**src/rtl/core_run_ctrl.sv**
```systemverilog
// Run controller for the core-under-test harness: start/reset/fetch sequencing,
// result capture, watchdog and LED heartbeat. Watchdog built only with CORE_RUN_CTRL_WDOG_EN.
module core_run_ctrl #(
  parameter int unsigned RST_HOLD_CYCLES = 16,
  parameter int unsigned WDOG_CYCLES     = 5000000,
  parameter int unsigned BLINK_HALF      = 2500000,
  parameter bit          AUTO_START      = 1'b1
) (
  input  logic        clk_5mhz,
  input  logic        rst_ni,
  input  logic        start_i,
  input  logic        abort_i,
  input  logic        tests_passed_i,
  input  logic        tests_failed_i,
  input  logic        exit_valid_i,
  input  logic [31:0] exit_value_i,
  input  logic        instr_req_i,
  output logic        core_rst_no,
  output logic        fetch_enable_o,
  output logic [2:0]  state_o,
  output logic        pass_o,
  output logic        fail_o,
  output logic        timeout_o,
  output logic [31:0] exit_code_o,
  output logic        blink_o
);

  typedef enum logic [2:0] {
    S_IDLE    = 3'd0,
    S_RESET   = 3'd1,
    S_RUN     = 3'd2,
    S_PASS    = 3'd3,
    S_FAIL    = 3'd4,
    S_TIMEOUT = 3'd5
  } state_e;

  localparam int unsigned HOLD_W  = (RST_HOLD_CYCLES > 1) ? $clog2(RST_HOLD_CYCLES) : 1;
  localparam int unsigned BLINK_W = (BLINK_HALF > 1) ? $clog2(BLINK_HALF) : 1;
  localparam logic [HOLD_W-1:0]  HOLD_LAST  = HOLD_W'(RST_HOLD_CYCLES - 1);
  localparam logic [BLINK_W-1:0] BLINK_LAST = BLINK_W'(BLINK_HALF - 1);

  state_e              state_q, state_d;
  logic                start_s1, start_s2, start_s3, start_evt;
  logic                auto_pend;
  logic [HOLD_W-1:0]   hold_cnt;
  logic [BLINK_W-1:0]  blink_cnt;
  logic                wdog_expire;
  logic                enter_reset, enter_run;

  // Two synchronizer flops, then a registered rising-edge detect so a held
  // button yields exactly one start event.
  // NOTE: sequential state always uses <= so every flop samples pre-edge values;
  // blocking here would collapse the synchronizer chain into a single stage.
  always_ff @(posedge clk_5mhz or negedge rst_ni) begin
    if (!rst_ni) begin
      start_s1  <= 1'b0;
      start_s2  <= 1'b0;
      start_s3  <= 1'b0;
      start_evt <= 1'b0;
      auto_pend <= AUTO_START;
    end else begin
      start_s1  <= start_i;
      start_s2  <= start_s1;
      start_s3  <= start_s2;
      start_evt <= start_s2 & ~start_s3;
      auto_pend <= 1'b0;
    end
  end

  always_ff @(posedge clk_5mhz or negedge rst_ni) begin
    if (!rst_ni) state_q <= S_IDLE;
    else         state_q <= state_d;
  end

  // NOTE: state_d gets a default before the case so no path leaves it
  // unassigned; otherwise always_comb would infer a latch.
  always_comb begin
    state_d = state_q;
    case (state_q)
      S_IDLE:  if (start_evt || auto_pend) state_d = S_RESET;
      S_RESET: if (hold_cnt == HOLD_LAST) state_d = S_RUN;
      S_RUN: begin
        if (tests_failed_i)      state_d = S_FAIL;
        else if (tests_passed_i) state_d = S_PASS;
        else if (exit_valid_i)   state_d = (exit_value_i == 32'd0) ? S_PASS : S_FAIL;
        else if (wdog_expire)    state_d = S_TIMEOUT;
      end
      S_PASS, S_FAIL, S_TIMEOUT: if (start_evt) state_d = S_RESET;
      default: state_d = S_IDLE;
    endcase
    if (abort_i) state_d = S_IDLE;
  end

  assign enter_reset = (state_d == S_RESET) && (state_q != S_RESET);
  assign enter_run   = (state_d == S_RUN) && (state_q != S_RUN);
  assign state_o     = state_q;

  always_ff @(posedge clk_5mhz or negedge rst_ni) begin
    if (!rst_ni) begin
      hold_cnt <= '0;
    end else if (enter_reset) begin
      hold_cnt <= '0;
    end else if (state_q == S_RESET) begin
      hold_cnt <= hold_cnt + 1'b1;
    end
  end

`ifdef CORE_RUN_CTRL_WDOG_EN
  localparam int unsigned WDOG_W = $clog2(WDOG_CYCLES);
  localparam logic [WDOG_W-1:0] WDOG_LAST = WDOG_W'(WDOG_CYCLES - 1);

  logic [WDOG_W-1:0] wdog_cnt;

  // Saturates at the expiry value so a blocked exit (e.g. abort timing) never wraps.
  always_ff @(posedge clk_5mhz or negedge rst_ni) begin
    if (!rst_ni) begin
      wdog_cnt <= '0;
    end else if (enter_run || (state_q == S_RUN && instr_req_i)) begin
      wdog_cnt <= '0;
    end else if (state_q == S_RUN && wdog_cnt != WDOG_LAST) begin
      wdog_cnt <= wdog_cnt + 1'b1;
    end
  end

  assign wdog_expire = (state_q == S_RUN) && !instr_req_i && (wdog_cnt == WDOG_LAST);

  always_ff @(posedge clk_5mhz or negedge rst_ni) begin
    if (!rst_ni)                                          timeout_o <= 1'b0;
    else if (enter_reset)                                 timeout_o <= 1'b0;
    else if (state_d == S_TIMEOUT && state_q != S_TIMEOUT) timeout_o <= 1'b1;
  end
`else
  logic unused_instr_req;
  localparam int unsigned unused_wdog_cycles = WDOG_CYCLES;

  assign unused_instr_req = instr_req_i;
  assign wdog_expire      = 1'b0;
  assign timeout_o        = 1'b0;
`endif

  always_ff @(posedge clk_5mhz or negedge rst_ni) begin
    if (!rst_ni) begin
      blink_cnt <= '0;
    end else if (enter_run) begin
      blink_cnt <= '0;
    end else if (state_q == S_RUN) begin
      blink_cnt <= (blink_cnt == BLINK_LAST) ? '0 : blink_cnt + 1'b1;
    end
  end

  // Outputs are registered from the next state so they change on the same
  // edge as state_o.
  always_ff @(posedge clk_5mhz or negedge rst_ni) begin
    if (!rst_ni) begin
      core_rst_no    <= 1'b0;
      fetch_enable_o <= 1'b0;
      pass_o         <= 1'b0;
      fail_o         <= 1'b0;
      exit_code_o    <= 32'd0;
      blink_o        <= 1'b0;
    end else begin
      core_rst_no    <= (state_d == S_RUN) || (state_d == S_PASS) ||
                        (state_d == S_FAIL) || (state_d == S_TIMEOUT);
      fetch_enable_o <= (state_d == S_RUN);

      case (state_d)
        S_RUN:   blink_o <= enter_run ? 1'b0 :
                            ((blink_cnt == BLINK_LAST) ? ~blink_o : blink_o);
        S_PASS:  blink_o <= 1'b1;
        default: blink_o <= 1'b0;
      endcase

      if (enter_reset) begin
        pass_o      <= 1'b0;
        fail_o      <= 1'b0;
        exit_code_o <= 32'd0;
      end else begin
        if (state_d == S_PASS && state_q != S_PASS) pass_o <= 1'b1;
        if (state_d == S_FAIL && state_q != S_FAIL) fail_o <= 1'b1;
        if (state_q == S_RUN && exit_valid_i)       exit_code_o <= exit_value_i;
      end
    end
  end

endmodule

```
**config.mk**
```make
export PLATFORM = sky130hd
export DESIGN_NAME = core_run_ctrl
export DESIGN_NICKNAME = d
export VERILOG_FILES = /design/src/rtl/core_run_ctrl.sv
export SDC_FILE = /design/constraint.sdc
export NUM_CORES = 1
export LEC_CHECK = 0
export ABC_AREA = 0
export BUFFER_PORTS_ARGS = -buffer_cell sky130_fd_sc_hd__buf_2
export CAP_MARGIN = 10
export CORE_MARGIN = 5
export CORE_UTILIZATION = 25
export CTS_BUF_LIST = sky130_fd_sc_hd__clkbuf_16
export DETAILED_ROUTE_END_ITERATION = 6
export GPL_TIMING_DRIVEN = 0
export SETUP_SLACK_MARGIN = 0.1
export SKIP_LAST_GASP = 1
export SLEW_MARGIN = 10
export SYNTH_ARGS = -nofsm -noshare
export SYNTH_HDL_FRONTEND = slang
export SYNTH_SLANG_ARGS = --single-unit
```
**constraint.sdc**
```tcl
create_clock -name clk_5mhz -period 6.5 [get_ports clk_5mhz]
set_clock_uncertainty 0.05 [all_clocks]
set_input_delay 0.65 -clock clk_5mhz [delete_from_list [all_inputs] [get_ports clk_5mhz]]
set_output_delay 0.65 -clock clk_5mhz [all_outputs]
set_load 0.01 [all_outputs]
```
==> impl_metrics.json, run 1 <==
{
  "status": "complete, no violations",
  "r2r_start": "state_o[0]",
  "start_util_pct": 25.3,
  "setup-tns-final_ns": 0,
  "dieArea_sq_mm": 0.0164,
  "path_class": "in2reg",
  "seqPwrFrac_pct": 45.4,
  "power_switching_share_pct": 27.7,
  "ys_types": 54,
  "gr-total-overflow": 0,
  "rows": 43,
  "power_density_mw_per_mm2": 258,
  "path_buf_inv": 2,
  "path_clk_slew_ns": 0.06,
  "startpoint": "exit_value_i[27]",
  "cap_violations": 0,
  "synthCells": 384,
  "syn_area_per_cell_sq_um": 9.08,
  "io_pins": 81,
  "die_width_um": 128,
  "viasPerCell": 4.81,
  "start_kind": "primary input",
  "combPwrFrac_pct": 10.4,
  "grt_pass1_vias": 3153,
  "crit_chain": "buf_2 -> nor4_1 -> nand4_1 -> o31ai_1 -> o21ai_1 -> nor4_4 -> buf_6 -> a21oi_1",
  "cp.required_ns": 6.67,
  "grt_max_degree": 57,
  "utilization_pct": 32.3,
  "hpwl_mm": 7.28,
  "ant_nets": 0,
  "cts_made_buffers": 9,
  "crit_arrival_ns": 2.93,
  "synth-seq-cells": 71,
  "clk_latency_ns": 0.33,
  "fin_area_sq_mm": 0.00444,
  "drt_wl_total_mm": 9.71,
  "dr.pass1.iters": 4,
  "cp_slowest_cell": "nor4_1",
  "grt_pass1_wl_mm": 16.2,
  "slowest_delay_ns": 0.51,
  "synthFlopType": "dfrtp_1",
  "hold_viol_final": 0,
  "worst_slew_pin_slew_ns": 0.780,
  "placed_cell_area_sq_mm": 0.00414,
  "cts_hold_buffers": 0,
  "fmax_mhz": 363,
  "antenna_found_initial": 0,
  "wire_per_inst_um": 14.7,
  "drc_errors": 0,
  "period_needed_ns": 2.76,
  "cts_sinks": 71,
  "syn-cell-area_sq_mm": 0.00349,
  "nets": 517,
  "cp-end-kind": "register",
  "vias": 3172,
  "crit_family": "simple AND/OR/NAND/NOR gates",
  "p_switching_w": 0.000317,
  "setup_violations": 0,
  "p_leak_nw": 2.00,
  "core_sq_mm": 0.0138,
  "vdd_ir_drop_max_v": 0.000122,
  "die_h_um": 128,
  "ys_warn_count": 0,
  "area_growth_syn_to_layout_pct": 27.4,
  "grt_usage_pct": 12.2,
  "htreeDepth": 3,
  "rsz0062_at_grt": "no",
  "yosysSeqAreaShare_pct": 51.0,
  "port-buffer-count": 78,
  "slew_headroom_pct": 47.5,
  "total_power_w": 0.00115,
  "synth-edff-count": 0,
  "min_path_type": "in2async",
  "antennaDiodeCount": 0,
  "gp_congestion": 0.873,
  "drt_iter0_drc": 144,
  "post-cts-setup-buffer-count": 0,
  "async_reset_ff_share_pct": 100,
  "drive_gt1_share_pct": 25.2,
  "path_max_fanout": 10,
  "clk_root_buffer_cell": "clkbuf_16",
  "ctsResizeCount": 0,
  "intPower_w": 0.000829,
  "cts_tree": "built",
  "maxSlewViolCount": 0,
  "clockBufferDepth": 2,
  "p_clk_share_pct": 44.2,
  "min_period_over_period_pct": 42.4
}
[stage by stage]
step	hold WS, ns	setup slack, ns	cells
finish	0.127	3.74	660
floorplan	0.281	4.16	385
global placement	0.283	3.38	643
global route	0.149	3.64	660
detailed placement	0.287	3.40	644
CTS	0.137	3.74	660
[layout make-up]
type                            count  area, sq um
Buffer                             19          108
Multi-Input combinational cell    289         1580
Inverter                            6         22.5
Fill cell                        1481         9330
Clock inverter                      7         80.1
Tap cell                          180          225
Sequential cell                    71         1780
Clock buffer                        9          225
Timing Repair Buffer               79          420
[power by group through the flow]
stage	clock [W]	sequential [W]	combinational, W
floorplan	0	0.000515	0.0000750
global placement	0	0.000525	0.000113
detailed placement	0	0.000527	0.000120
CTS	0.000517	0.000519	0.000120
global route	0.000537	0.000527	0.000136
finish	0.000506	0.000521	0.000119
[worst paths after layout]
check	endpoint	slack, ns	cells past startpoint
setup / recovery	exit_code_o[6]	3.74	8
hold / removal	core_rst_no	0.13	1
setup reg to reg	exit_code_o[6]	3.99	7
hold reg to reg	start_s2	0.30	0
max in group asynchronous	exit_code_o[2]	5.74	2
min in group clk_5mhz	start_s2	0.30	0
[flip-flops by register name, indices dropped and copies added, names as in the netlist]
name	cells
exit_code_o	32
fetch_enable_o	1
hold_cnt	4
blink_cnt	22
start_s2	1
start_s3	1
core_rst_no	1
auto_pend	1
fail_o	1
blink_o	1
start_s1	1
state_o	3
pass_o	1
start_evt	1
[placed cells by master (no fill, tap or decap), types with 2 or more instances in the layout]
master / instances
nor4b_1: 3
nand3b_1: 2
buf_4: 3
buf_2: 81
o31ai_1: 7
clkbuf_16: 9
buf_6: 3
a21oi_1: 34
conb_1: 2
nor2_1: 25
ha_1: 2
o41ai_1: 3
xor2_1: 2
a31oi_1: 4
a2bb2oi_1: 2
inv_6: 2
inv_1: 6
and3_1: 4
or3_1: 3
nand4_1: 8
nand3_1: 7
a41oi_1: 2
clkinv_4: 2
o21ai_0: 33
o21ai_1: 5
clkinvlp_4: 2
nor2b_1: 7
and4_1: 3
nor3b_4: 2
dfrtp_1: 70
clkbuf_1: 8
a21oi_2: 4
nand2_1: 90
and2_1: 5
nor3_1: 3
nor4_1: 8
[synthesized netlist by cell type, types with 3 or more instances]
library cell,number,area (sq um)
a21oi_1,34,170
a21oi_2,4,35.0
a31oi_1,4,25.0
and2_1,5,31.3
and3_1,4,25.0
and4_1,3,26.3
buf_2,4,20.0
buf_6,3,33.8
clkbuf_1,8,30.0
dfrtp_1,70,1750
inv_1,6,22.5
nand2_1,90,338
nand3_1,7,35.0
nand4_1,8,50.1
nor2_1,25,93.8
nor2b_1,7,43.8
nor3_1,3,15.0
nor4_1,8,50.1
nor4b_1,3,26.3
o21ai_0,33,165
o21ai_1,5,25.0
o31ai_1,7,52.6
o41ai_1,3,26.3
or3_1,3,18.8
[cells by family after synthesis]
group	share of synthesized area, %
AO/OA/AOI/OAI	17.5
XOR/XNOR	0.502
adder cells (fa/ha/maj)	0.717
buffers and inverters	3.73
flip-flops	51.0
other	0.108
AND/OR/NAND/NOR	26.5
[metal layers]
metal	up-vias	GRT usage, %	part of all wire (%)
li1	1542	-	-
met1	1530	16.6	46
met2	94	19.2	47
met3	6	3.62	5.5
met4	0	3.12	1.2
met5	-	0	0
Power figures use the tool's default switching activity.
==> inputs of run 2 (changes only) <==
==> constraint.sdc (replaced) <==
create_clock -name clk_5mhz -period 2.5 [get_ports clk_5mhz]
set_clock_uncertainty 0.05 [all_clocks]
set_input_delay 0.25 -clock clk_5mhz [delete_from_list [all_inputs] [get_ports clk_5mhz]]
set_output_delay 0.25 -clock clk_5mhz [all_outputs]
set_load 0.01 [all_outputs]
==> run 2 against run 1 <==
Routed wire length is 1.8% higher; flip-flop and latch count did not move; critical path depth fell by 2; sequential share of layout area fell by 0.98 points; die area stayed put; power increased to 2.6 times the previous value; worst hold slack got worse by 0.011 ns; cell count increased by 1.4%; combinational power rose to 2.7 times the previous value; clock-buffer cell count stayed put; register-to-register slack worse by 3.8 ns; clock power increased to 2.6 times the previous value.
==> impl_metrics.json, run 2 (same netlist as run 1, synthesis figures left out) <==
{
  "p_clk_share_pct": 43.9,
  "period_needed_ns": 2.28,
  "crit_arrival_ns": 2.48,
  "drive_gt1_share_pct": 27.4,
  "largest_reg_flops": 32,
  "path_class": "reg2reg",
  "grt_usage_pct": 12.4,
  "grt_pass1_vias": 3201,
  "ant_nets": 0,
  "cts_sinks": 71,
  "rsz0062_at_grt": "no",
  "drt_wl_total_mm": 9.89,
  "die_width_um": 128,
  "start_util_pct": 25.3,
  "cap_violations": 0,
  "dieArea_sq_mm": 0.0164,
  "drt_iter0_drc": 165,
  "cts_made_buffers": 9,
  "dr.pass1.iters": 4,
  "top_regs": "exit_code_o x32, blink_cnt x22, hold_cnt x4",
  "cp.required_ns": 2.70,
  "intPower_w": 0.00216,
  "combPwrFrac_pct": 10.8,
  "cp_slowest_cell": "or4_4",
  "path_max_fanout": 7,
  "p_switching_w": 0.000824,
  "die_h_um": 128,
  "top_layer": "met4",
  "slew_headroom_pct": 60.7,
  "port-buffer-count": 78,
  "regToRegSetupSlack_ns": 0.22,
  "core_sq_mm": 0.0138,
  "setup-tns-final_ns": 0,
  "setup_violations": 0,
  "viasPerCell": 4.86,
  "final_cell_mix": "nand2_1 (90), buf_2 (79), dfrtp_1 (70)",
  "cp-end-kind": "register",
  "maxSlewViolCount": 0,
  "wl_met3_um": 525,
  "placed_cell_area_sq_mm": 0.00414,
  "io_pins": 81,
  "area_growth_syn_to_layout_pct": 30.6,
  "min_path_type": "in2reg",
  "layout_commonest_cell": "nand2_1",
  "gr-total-overflow": 0,
  "vias": 3250,
  "fin_area_sq_mm": 0.00455,
  "min_period_over_period_pct": 91.2,
  "drc_errors": 0,
  "power_density_mw_per_mm2": 656,
  "clockBufferDepth": 2,
  "start_kind": "register",
  "largest_register": "exit_code_o",
  "worst_slew_pin_slew_ns": 0.585,
  "power_switching_share_pct": 27.6,
  "hpwl_mm": 7.28,
  "p_leak_nw": 2.07,
  "seqPwrFrac_pct": 45.3,
  "wl_met1_mm": 4.55,
  "nets": 526,
  "gp_congestion": 0.873,
  "vdd_ir_drop_max_v": 0.000316,
  "slowest_delay_ns": 0.56,
  "wl_met2_mm": 4.66,
  "crit_chain": "nor3b_4 -> nand2b_2 -> or4_4 -> a31o_4 -> nor3b_2 -> a2bb2oi_1",
  "fmax_mhz": 439,
  "clk_latency_ns": 0.33,
  "rows": 43,
  "htreeDepth": 3,
  "clk_root_buffer_cell": "clkbuf_16",
  "hold_viol_final": 0,
  "grt_max_degree": 57,
  "path_clk_slew_ns": 0.06,
  "status": "complete, no violations",
  "grt_pass1_wl_mm": 16.4,
  "antenna_found_initial": 0,
  "antennaDiodeCount": 0,
  "wire_per_inst_um": 14.8,
  "cts_tree": "built"
}
==> run 2: stage by stage <==
step                      cells  utilization [%]  power (W)  hold WS (ns)  worst slack [ns]
after CTS                   667             32.7    0.00301         0.103             0.113
final                       669             33.1    0.00299         0.116             0.221
after floorplan             385                -    0.00153       -0.0956             0.354
after detailed placement    644             30.0    0.00168        0.0943            -0.198
after global routing        669             33.1    0.00313         0.115            0.0905
after global placement      643             29.8    0.00166         0.283            -0.219
==> run 2: per-layer routing <==
metal / vias to the layer above / track usage (%)
li1: 1563 / -
met1: 1590 / 16.7
met2: 86 / 19.5
met3: 11 / 3.62
met4: 0 / 3.06
met5: - / 0
==> run 2: cell type report <==
| class | count | area, sq um |
|---|---|---|
| Clock inverter | 7 | 80.1 |
| Multi-Input combinational cell | 289 | 1620 |
| Tap cell | 180 | 225 |
| Timing Repair Buffer | 88 | 493 |
| Sequential cell | 71 | 1780 |
| Inverter | 6 | 22.5 |
| Buffer | 19 | 114 |
| Fill cell | 1463 | 9220 |
| Clock buffer | 9 | 225 |
==> run 2: critical path: cells and delay by family, from the launching register on <==
kind / cells / cell delay (ns)
and+or+nand+nor: 4 / 1.22
DFF: 1 / 0.48
AOI/OAI and AO/OA: 2 / 0.46
==> run 2: power groups by stage <==
stage	sequential (W)	clock [W]	combinational, W
global placement	0.00137	0	0.000293
global route	0.00137	0.00140	0.000367
detailed placement	0.00137	0	0.000313
CTS	0.00135	0.00134	0.000322
finish	0.00135	0.00131	0.000322
floorplan	0.00134	0	0.000195
==> run 2: path summary, 6_finish.rpt <==
check | start | endpoint | depth (start not counted)
max in group asynchronous | rst_ni | exit_code_o[2] | 3
worst max register to register | state_o[0] | pass_o | 6
min in group asynchronous | rst_ni | core_rst_no | 2
worst min-delay path | exit_value_i[28] | exit_code_o[28] | 3
worst max-delay path | state_o[0] | pass_o | 6
worst min register to register | start_s1 | start_s2 | 0
==> run 2: repair_timing <==
| item | 4_1_cts | 5_1_grt |
|---|---|---|
| resized for setup | 1 | 11 |
| pin swaps | 3 | 2 |
| hold buffers | 2 | 0 |
| endpoints found under the hold margin | 16 | 0 |
| setup endpoints to repair | 35 | 47 |
| setup buffers | 5 | 2 |
==> inputs of run 3 (changes only) <==
--- a/config.mk
+++ b/config.mk
@@ -5,7 +5,7 @@
 export SDC_FILE = /design/constraint.sdc
 export NUM_CORES = 1
 export LEC_CHECK = 0
-export ABC_AREA = 0
+export ABC_AREA = 1
 export BUFFER_PORTS_ARGS = -buffer_cell sky130_fd_sc_hd__buf_2
 export CAP_MARGIN = 10
 export CORE_MARGIN = 5
==> run 3 against run 2 <==
Synthesized area is 9.0% higher; combinational power rose by 11%; power barely moved; sequential power is 6% lower; cell count grew 13%; routed wire length shrank 5.0%; die area rose by 8.3%; sequential share of layout area is 2.0 points lower; largest cell class unchanged; largest power group is now clock.
==> impl_metrics.json, run 3 <==
{
  "wl_met3_um": 455,
  "wire_per_inst_um": 12.5,
  "path_clk_slew_ns": 0.05,
  "clk_latency_ns": 0.34,
  "vias": 3161,
  "grt_max_degree": 45,
  "maxSlewViolCount": 0,
  "io_pins": 81,
  "ys_warn_count": 0,
  "die_h_um": 133,
  "clk_root_buffer_cell": "clkbuf_16",
  "synth_most_common_cell": "nand2_1",
  "core_sq_mm": 0.0150,
  "hpwl_mm": 6.97,
  "rows": 45,
  "syn_area_per_cell_sq_um": 8.16,
  "layout_commonest_cell": "nand2_1",
  "drt_iter0_drc": 191,
  "cts_sinks": 71,
  "syn-cell-area_sq_mm": 0.00380,
  "period_needed_ns": 2.16,
  "final_cell_mix": "nand2_1 (106), inv_1 (81), buf_2 (81)",
  "min_period_over_period_pct": 86.4,
  "yosysSeqAreaShare_pct": 46.8,
  "gp_congestion": 0.810,
  "drt_wl_total_mm": 9.40,
  "area_growth_syn_to_layout_pct": 26.4,
  "largest_register": "exit_code_o",
  "start_kind": "register",
  "synth-edff-count": 0,
  "yosysTopAreaCell": "dfrtp_1",
  "grt_pass1_wl_mm": 16.1,
  "wl_met2_mm": 4.41,
  "rsz0062_at_grt": "no",
  "synthFlopType": "dfrtp_1",
  "die_width_um": 133,
  "port-buffer-count": 78,
  "wl_met1_mm": 4.32,
  "ys_types": 34,
  "min_path_type": "in2reg",
  "nets": 601,
  "setup-tns-final_ns": 0,
  "drive_gt1_share_pct": 28.5,
  "grt_usage_pct": 11.1,
  "grt_pass1_vias": 3327,
  "dieArea_sq_mm": 0.0178,
  "vdd_ir_drop_max_v": 0.000319,
  "synth_common_cells": "nand2_1 (106), inv_1 (80), dfrtp_1 (70), nor2_1 (49), nand3_1 (36)",
  "top_regs": "exit_code_o x32, blink_cnt x22, hold_cnt x4",
  "total_power_w": 0.00299,
  "utilization_pct": 32.0,
  "hold_viol_final": 0,
  "largest_reg_flops": 32,
  "fmax_mhz": 463,
  "gr-total-overflow": 0,
  "p_leak_nw": 2.81,
  "top_layer": "met4",
  "path_class": "reg2reg",
  "dr.pass1.iters": 4,
  "ant_nets": 0,
  "path_max_fanout": 10,
  "cts_tree": "built",
  "cp.required_ns": 2.66,
  "synth_top_area_share_pct": 46.1,
  "setup_violations": 0,
  "status": "complete, no violations",
  "synth-seq-cells": 71,
  "cts_made_buffers": 9,
  "cp-end-kind": "register",
  "drc_errors": 0,
  "synthCells": 466,
  "power_density_mw_per_mm2": 622,
  "synthTopCellsByArea": "dfrtp_1 (46%), nand2_1 (10%), inv_1 (7.9%)",
  "clockBufferDepth": 2,
  "start_util_pct": 25.3,
  "crit_arrival_ns": 2.32,
  "async_reset_ff_share_pct": 100,
  "antenna_found_initial": 1,
  "viasPerCell": 4.20,
  "htreeDepth": 3,
  "cap_violations": 0,
  "fillCellCount": 1553
}
## run 3: changes by cell type after synthesis, sizes merged, moves of 13 or more
cell / delta
nor2: +24
o21ai: -13
a21oi: -23
nand2: +25
nand3: +31
inv: +82
mux2: +24
## run 3: kinds of logic (layout without fill, tap and decap cells)
group	Yosys count	count (layout)	synth area share [%]
AOI/OAI and AO/OA	45	45	7.73
other	1	3	0.0986
and+or+nand+nor	222	222	26.0
xor gates and xnor gates	3	3	0.691
adders and majority gates	2	2	0.658
buffers and inverters	98	195	10.9
DFF	71	71	46.8
muxes	24	24	7.11
## run 3: where the power goes
part           switching [W]  total [W]  internal (W)
sequential         0.0000586    0.00127       0.00121
combinational       0.000224   0.000358      0.000133
clock               0.000492    0.00136      0.000866
total               0.000775    0.00299       0.00221
## run 3: worst paths after layout
check | to | slack (ns) | cells after the start | start
max | blink_cnt[17] | 0.34 | 11 | blink_cnt[0]
min | state_o[1] | 0.13 | 2 | abort_i
max reg2reg | blink_cnt[17] | 0.34 | 11 | blink_cnt[0]
min reg2reg | start_s2 | 0.30 | 0 | start_s1
max in group asynchronous | auto_pend | 1.46 | 3 | rst_ni
min in group asynchronous | blink_cnt[14] | 0.33 | 2 | rst_ni
## run 3: what timing repair did
action	4_1_cts	5_1_grt
hold endpoints to repair	28	0
setup endpoints to repair	0	10
buffers inserted	0	0
resized for setup	0	1
hold buffers	2	0
## run 3: metal layers
layer / up-vias / track usage (%)
li1: 1643 / -
met1: 1445 / 13.8
met2: 61 / 18.4
met3: 12 / 2.72
met4: 0 / 5.09
met5: - / 0
## run 3: final cells by class
class / count / area [sq um] / share of cell area (%)
Clock inverter: 7 / 88.8 / 1.85
Timing Repair Buffer: 81 / 440 / 9.17
Clock buffer: 9 / 225 / 4.69
Tap cell: 188 / 235 / 4.90
Antenna cell: 1 / 2.50 / 0.0521
Sequential cell: 71 / 1780 / 37.0
Buffer: 10 / 85.1 / 1.77
Multi-Input combinational cell: 298 / 1620 / 33.7
Inverter: 88 / 330 / 6.88
## run 3: stage by stage
stage               setup slack, ns  hold slack (ns)  instance area, sq um  std cells
finish                        0.340            0.128                  4800        753
global route                  0.135            0.136                  4800        753
CTS                           0.306            0.123                  4800        752
detailed placement            0.325            0.154                  4460        734
global placement              0.324            0.285                  4430        733
floorplan                     0.702          -0.0956                  3810        467
## run 3: worst max-delay path, stage by stage, from the launching register on
cell and delay [ns]:
dfrtp_1 0.39, ha_1 0.18, nand2_1 0.07, inv_1 0.09
nand3_1 0.12, nor4_2 0.28, nand3_1 0.10, nand2_1 0.22
inv_2 0.16, buf_2 0.23, nand3_1 0.09, o21ai_0 0.08
